$ cat src/rtl/ysyx_25020037_hazard_sched.sv
// Issue scheduler between IDU and EXU: tracks in-flight GPR writers and outstanding
// loads, and holds issue on load-use, window-full or per-register counter saturation.
module ysyx_25020037_hazard_sched #(
    parameter int NREG         = 16,
    parameter int CNT_W        = 2,
    parameter int MAX_INFLIGHT = 4
) (
    input  logic       clk,
    input  logic       rst,
    input  logic       issue_valid,
    output logic       issue_ready,
    input  logic [3:0] issue_rs1,
    input  logic       issue_rs1_used,
    input  logic [3:0] issue_rs2,
    input  logic       issue_rs2_used,
    input  logic [3:0] issue_rd,
    input  logic       issue_we,
    input  logic       issue_is_load,
    input  logic       exu_ready,
    input  logic       flush,
    input  logic       load_done_valid,
    input  logic [3:0] load_done_rd,
    input  logic       retire_valid,
    input  logic [3:0] retire_rd,
    output logic [2:0] inflight_cnt,
    output logic       stall_load,
    output logic       stall_full,
    output logic       sb_err
);
    localparam logic [CNT_W-1:0] CNT_MAX = '1;

    logic [CNT_W-1:0] wcnt     [NREG];
    logic [CNT_W-1:0] lcnt     [NREG];
    logic [CNT_W-1:0] wcnt_nxt [NREG];
    logic [CNT_W-1:0] lcnt_nxt [NREG];
    logic [2:0]       inflight;
    logic [2:0]       inflight_nxt;
    logic             sb_err_nxt;

    logic fire_w;
    logic fire_l;
    logic ret;
    logic ld;
    logic hazard_load;
    logic hazard_full;

    always_comb begin
        hazard_load = (issue_rs1_used && issue_rs1 != 4'd0 && lcnt[issue_rs1] != '0) ||
                      (issue_rs2_used && issue_rs2 != 4'd0 && lcnt[issue_rs2] != '0);
        // A retire in the same cycle frees a window slot but never a counter slot.
        hazard_full = (inflight == 3'(MAX_INFLIGHT) && !retire_valid) ||
                      (issue_we && issue_rd != 4'd0 && wcnt[issue_rd] == CNT_MAX) ||
                      (issue_is_load && issue_rd != 4'd0 && lcnt[issue_rd] == CNT_MAX);
        stall_load  = !rst && hazard_load;
        stall_full  = !rst && hazard_full;
        issue_ready = !rst && exu_ready && !flush && !hazard_load && !hazard_full;
    end

    assign fire_w       = issue_valid && issue_ready && issue_we && issue_rd != 4'd0;
    assign fire_l       = fire_w && issue_is_load;
    assign ret          = retire_valid && retire_rd != 4'd0;
    assign ld           = load_done_valid && load_done_rd != 4'd0;
    assign inflight_cnt = inflight;

    always_comb begin
        for (int r = 0; r < NREG; r++) begin
            wcnt_nxt[r] = wcnt[r];
            lcnt_nxt[r] = lcnt[r];
        end
        for (int r = 1; r < NREG; r++) begin
            if (fire_w && issue_rd == 4'(r) && !(ret && retire_rd == 4'(r)))
                wcnt_nxt[r] = wcnt[r] + CNT_W'(1);
            else if (!(fire_w && issue_rd == 4'(r)) && ret && retire_rd == 4'(r) && wcnt[r] != '0)
                wcnt_nxt[r] = wcnt[r] - CNT_W'(1);
            if (fire_l && issue_rd == 4'(r) && !(ld && load_done_rd == 4'(r)))
                lcnt_nxt[r] = lcnt[r] + CNT_W'(1);
            else if (!(fire_l && issue_rd == 4'(r)) && ld && load_done_rd == 4'(r) && lcnt[r] != '0)
                lcnt_nxt[r] = lcnt[r] - CNT_W'(1);
        end

        inflight_nxt = inflight;
        if (fire_w && !ret)
            inflight_nxt = inflight + 3'd1;
        else if (!fire_w && ret && inflight != 3'd0)
            inflight_nxt = inflight - 3'd1;

        sb_err_nxt = sb_err ||
                     (ld && lcnt[load_done_rd] == '0) ||
                     (ret && (wcnt[retire_rd] == '0 || inflight == 3'd0));
    end

    always_ff @(posedge clk or posedge rst) begin
        if (rst) begin
            for (int r = 0; r < NREG; r++) begin
                wcnt[r] <= '0;
                lcnt[r] <= '0;
            end
            inflight <= 3'd0;
            sb_err   <= 1'b0;
        end else begin
            for (int r = 0; r < NREG; r++) begin
                wcnt[r] <= wcnt_nxt[r];
                lcnt[r] <= lcnt_nxt[r];
            end
            inflight <= inflight_nxt;
            sb_err   <= sb_err_nxt;
        end
    end
endmodule

$ cat config.mk
export PLATFORM = sky130hd
export DESIGN_NAME = ysyx_25020037_hazard_sched
export DESIGN_NICKNAME = d
export VERILOG_FILES = /design/src/rtl/ysyx_25020037_hazard_sched.sv
export SDC_FILE = /design/constraint.sdc
export NUM_CORES = 1
export LEC_CHECK = 0
export BUFFER_PORTS_ARGS = -buffer_cell sky130_fd_sc_hd__buf_2
export CORE_MARGIN = 1.5
export CORE_UTILIZATION = 60
export CTS_CLUSTER_DIAMETER = 50
export DETAILED_ROUTE_END_ITERATION = 7
export PLACE_DENSITY = 0.86
export SLEW_MARGIN = 20
export SYNTH_ARGS = -nofsm -noshare
export SYNTH_HDL_FRONTEND = slang
export SYNTH_SLANG_ARGS = --single-unit
$ cat constraint.sdc
create_clock -name clk -period 3.9 [get_ports clk]
set_input_delay 0 -clock clk [delete_from_list [all_inputs] [get_ports clk]]
set_output_delay 0 -clock clk [all_outputs]
set_load 0.005 [all_outputs]
==> flow_metrics.env <==
export IMPL_core_area_um2=9150
export IMPL_timing_critical_path_arrival_ns=3.46
export IMPL_track_usage=0.339
export IMPL_synth_compound_area_share=0.214
export IMPL_p_switching_w=0.000609
export IMPL_timing_hold_worst_class="in -> reg"
export IMPL_cts_num_sinks=64
export IMPL_die_x_um=99.9
export IMPL_synth_fp_nets=729
export IMPL_synthXorXnorAreaFrac=0.0140
export IMPL_period_share=0.826
export IMPL_diodes=0
export IMPL_h_tree_depth=3
export IMPL_syn2layout_area_growth_pct=6.97
export IMPL_count_of_input_and_output_buffers=37
export IMPL_die_y_um=99.9
export IMPL_cellLeakagePower_nw=2.46
export IMPL_holdPathStages=5
export IMPL_run_status="finished, final reports clean"
export IMPL_post_synth_fa_ha_maj_area_fraction=0.00355
export IMPL_finish_cell_count_without_fillers=835
export IMPL_number_of_enable_type_register_cells_in_the_synthesized_netlist=0
export IMPL_cp_num_buf_inv=0
export IMPL_finish_net_count=753
export IMPL_timing_slew_headroom=0.497
export IMPL_synth_mux_area_frac=0.0793
export IMPL_critical_path_max_fanout=8
export IMPL_avgSynthCellArea_um2=8.08
export IMPL_antenna_found_initial=0
export IMPL_clock_insertion_delay_worst_skew_ns=0.36
export IMPL_pwr_share_seq=0.452
export IMPL_worst_setup_path_end_kind="flop"
export IMPL_number_of_buffers_created_by_cts=9
export IMPL_cts_resized=0
export IMPL_combinationalPowerShare=0.240
export IMPL_drt_iter0_markers=521
export IMPL_timing_final_crit_period_ns=3.22
export IMPL_hold_path_startpoint="issue_is_load"
export IMPL_vdd_ir_drop_max_mv=0.197
export IMPL_cts_tree="done"
export IMPL_drive_gt1_frac=0.155
export IMPL_most_frequent_cells_after_synthesis="86 x nor2_1, 81 x nand2_1, 64 x dfrtp_1, 46 x o21ai_0, 45 x nand3_1"
export IMPL_drt_wl_total_um=16200
export IMPL_clock_tree_root_cell="clkbuf_8"
export IMPL_ys_warn_count=0
export IMPL_synth_ff_latch_count=64
export IMPL_yosysSeqAreaShare=0.284
export IMPL_p_int_w=0.00110
export IMPL_cp_cell_sequence="mux2_2, a221oi_1, nor4b_1, o221ai_2, nand4b_4, nor2_2, nand2_1, fa_1, or3_1, o211ai_1, o221ai_1"
export IMPL_power_per_cell_area_nw_per_um2=284
export IMPL_multiInputGateArea_um2=3780
export IMPL_die_area_um2=9980
export IMPL_clk_transition_reported_paths_ns=0.09
export IMPL_synth_top_area_frac=0.284
export IMPL_achievable_frequency_mhz=310
export IMPL_number_of_design_rule_violations_left_after_detail_routing=0
export IMPL_synth_top_family_by_area="simple AND/OR/NAND/NOR gates"
export IMPL_hold_viol=0
export IMPL_routabilityCongestion=0.952
export IMPL_pin_count=38
export IMPL_finalClockSkew_ns=0.0208
export IMPL_timing_critical_path_slowest_stage_cell="fa_1"
export IMPL_final_core_utilization=0.658
export IMPL_final_antenna_net_count=0
export IMPL_post_synth_num_cell_types=72
export IMPL_cts_hold_repair_buffers=2
export IMPL_cts_post_setup_buffers_inserted=0
export IMPL_drt_pre_antenna_iters=6
export IMPL_yosys_area_top_type="dfrtp_1"
export IMPL_dr_total_vias=5738
export IMPL_post_synth_instance_area_um2=5630
export IMPL_synth_top_cells_by_area="dfrtp_1 28%, nor2_1 5.7%, nand2_1 5.4%"
export IMPL_filler_cell_count=769
export IMPL_placed_cells=819
export IMPL_cp_slowest_stage_delay_ns=0.49
export IMPL_timing_final_setup_violations=0
export IMPL_synthArstFlopShare=1.00
export IMPL_worst_pin_slew_ns=0.753
export IMPL_cp_top_family="compound AO/OA/AOI/OAI gates"
export IMPL_leading_cell_type_by_number_of_instances_after_synthesis="nor2_1"
export IMPL_type_of_origin_of_the_critical_path="flop"
export IMPL_crit_required_ns=4.13
export IMPL_dp_hpwl_um=11800
export IMPL_grt_first_pass_wirelength_um=26600
export IMPL_synth_main_ff_cell="dfrtp_1"
export IMPL_postLayoutCellArea_um2=6030
export IMPL_timing_max_transition_violations_final=0
export IMPL_timing_setup_critical_path_class="reg -> reg"
export IMPL_post_drt_wl_per_cell_um=19.4
export IMPL_reg2reg_setup_slack_ns=0.68
export IMPL_grt_start_max_net_pins=45
export IMPL_initial_core_util=0.615
export IMPL_reg2reg_from="wcnt[24]$_DFFE_PP0P_"
export IMPL_syn_instance_count=697
export IMPL_power_share_clock=0.307
export IMPL_placedInstanceArea_um2=5850
export IMPL_cts_root_to_sink_buffers=2
export IMPL_vias_per_cell=6.87
export IMPL_power_switching_share=0.356
export IMPL_reg2reg_depth=11
export IMPL_synth_simple_gate_area_share=0.361
export IMPL_register_area_um2=1600
export IMPL_worst_hold_path_endpoint="lcnt[12]$_DFFE_PP0P_"
export IMPL_core_rowCount=35
export IMPL_first_global_vias=5360
export IMPL_totalNegativeSetupSlack_ns=0
export IMPL_grt_setup_unrepaired="no"
export IMPL_r2r_end="inflight_cnt[1]$_DFFE_PP0P_"
export IMPL_overflow=0
export IMPL_timing_max_cap_violations=0
==> worst min-delay path: stages <==
cell	delay, ns
buf_2	0.17
nand2_1	0.09
nor3_2	0.06
nand2_1	0.06
nand3_1	0.07
==> cells by family after synthesis <==
group | after synthesis
buffers and inverters | 53
XOR/XNOR | 9
AND/OR/NAND/NOR | 361
flip-flops | 64
multiplexers | 31
AO/OA/AOI/OAI | 178
adder cells (fa/ha/maj) | 1
==> stage by stage <==
step,hold slack [ns],power (W),setup slack [ns]
global placement,0.0897,0.00116,0.676
finish,0.124,0.00171,0.677
global route,0.156,0.00179,0.409
detailed placement,0.103,0.00119,0.623
floorplan,0.0276,0.00106,0.596
CTS,0.117,0.00170,0.691
==> power by group through the flow <==
stage / logic [W] / registers (W) / clock network [W]
final: 0.000411 / 0.000773 / 0.000526
after global routing: 0.000457 / 0.000780 / 0.000553
after CTS: 0.000405 / 0.000771 / 0.000525
after detailed placement: 0.000401 / 0.000785 / 0
after global placement: 0.000385 / 0.000776 / 0
after floorplan: 0.000301 / 0.000759 / 0
==> worst max path at each step <==
stage	from	endpoint	slack, ns	cells past startpoint
after floorplan	lcnt[2]$_DFFE_PP0P_	inflight_cnt[1]$_DFFE_PP0P_	0.60	11
after global placement	issue_rd[1]	inflight_cnt[1]$_DFFE_PP0P_	0.68	10
after detailed placement	issue_rd[1]	lcnt[20]$_DFFE_PP0P_	0.62	10
after CTS	wcnt[24]$_DFFE_PP0P_	inflight_cnt[1]$_DFFE_PP0P_	0.69	11
after global routing	wcnt[24]$_DFFE_PP0P_	inflight_cnt[1]$_DFFE_PP0P_	0.41	11
final	wcnt[24]$_DFFE_PP0P_	inflight_cnt[1]$_DFFE_PP0P_	0.68	11
==> state kept, by name, indices dropped and copies added, names as in the netlist <==
| signal | flops |
|---|---|
| inflight_cnt | 3 |
| wcnt | 30 |
| sb_err | 1 |
| lcnt | 30 |
==> cell type report <==
class	instances	area share
multi-input combinational	580	0.628
sequential	64	0.266
inverter	18	0.0112
timing repair buffer	48	0.0453
tap	111	0.0230
clock buffer	10	0.0228
clock inverter	4	0.00374
==> per-layer routing <==
metal	vias up	wire, um	track usage
li1	2650	-	-
met1	2715	6630	0.445
met2	313	7630	0.553
met3	60	1310	0.0682
met4	0	606	0.131
met5	-	0	0
==> cells in the final DEF (no fill, tap or decap), types with 5 or more instances in the layout <==
| cell type | instances |
|---|---|
| a21oi_1 | 27 |
| and3_1 | 9 |
| nor2_1 | 86 |
| mux2_2 | 6 |
| mux4_2 | 10 |
| nand2b_1 | 10 |
| mux2i_1 | 12 |
| o22ai_1 | 8 |
| nor3b_1 | 20 |
| buf_4 | 9 |
| and2_1 | 17 |
| nand3_1 | 45 |
| clkbuf_8 | 10 |
| inv_1 | 16 |
| nor3_1 | 17 |
| a211oi_1 | 10 |
| o31a_1 | 5 |
| nor2b_1 | 15 |
| or2_2 | 7 |
| nor4_4 | 9 |
| buf_2 | 37 |
| dfrtp_1 | 64 |
| nor4_2 | 8 |
| o21bai_1 | 10 |
| or3_1 | 7 |
| o21ai_0 | 46 |
| o21ai_1 | 8 |
| xnor2_1 | 8 |
| a311oi_1 | 6 |
| nand2_1 | 81 |
(Power assumes the default switching activity.)
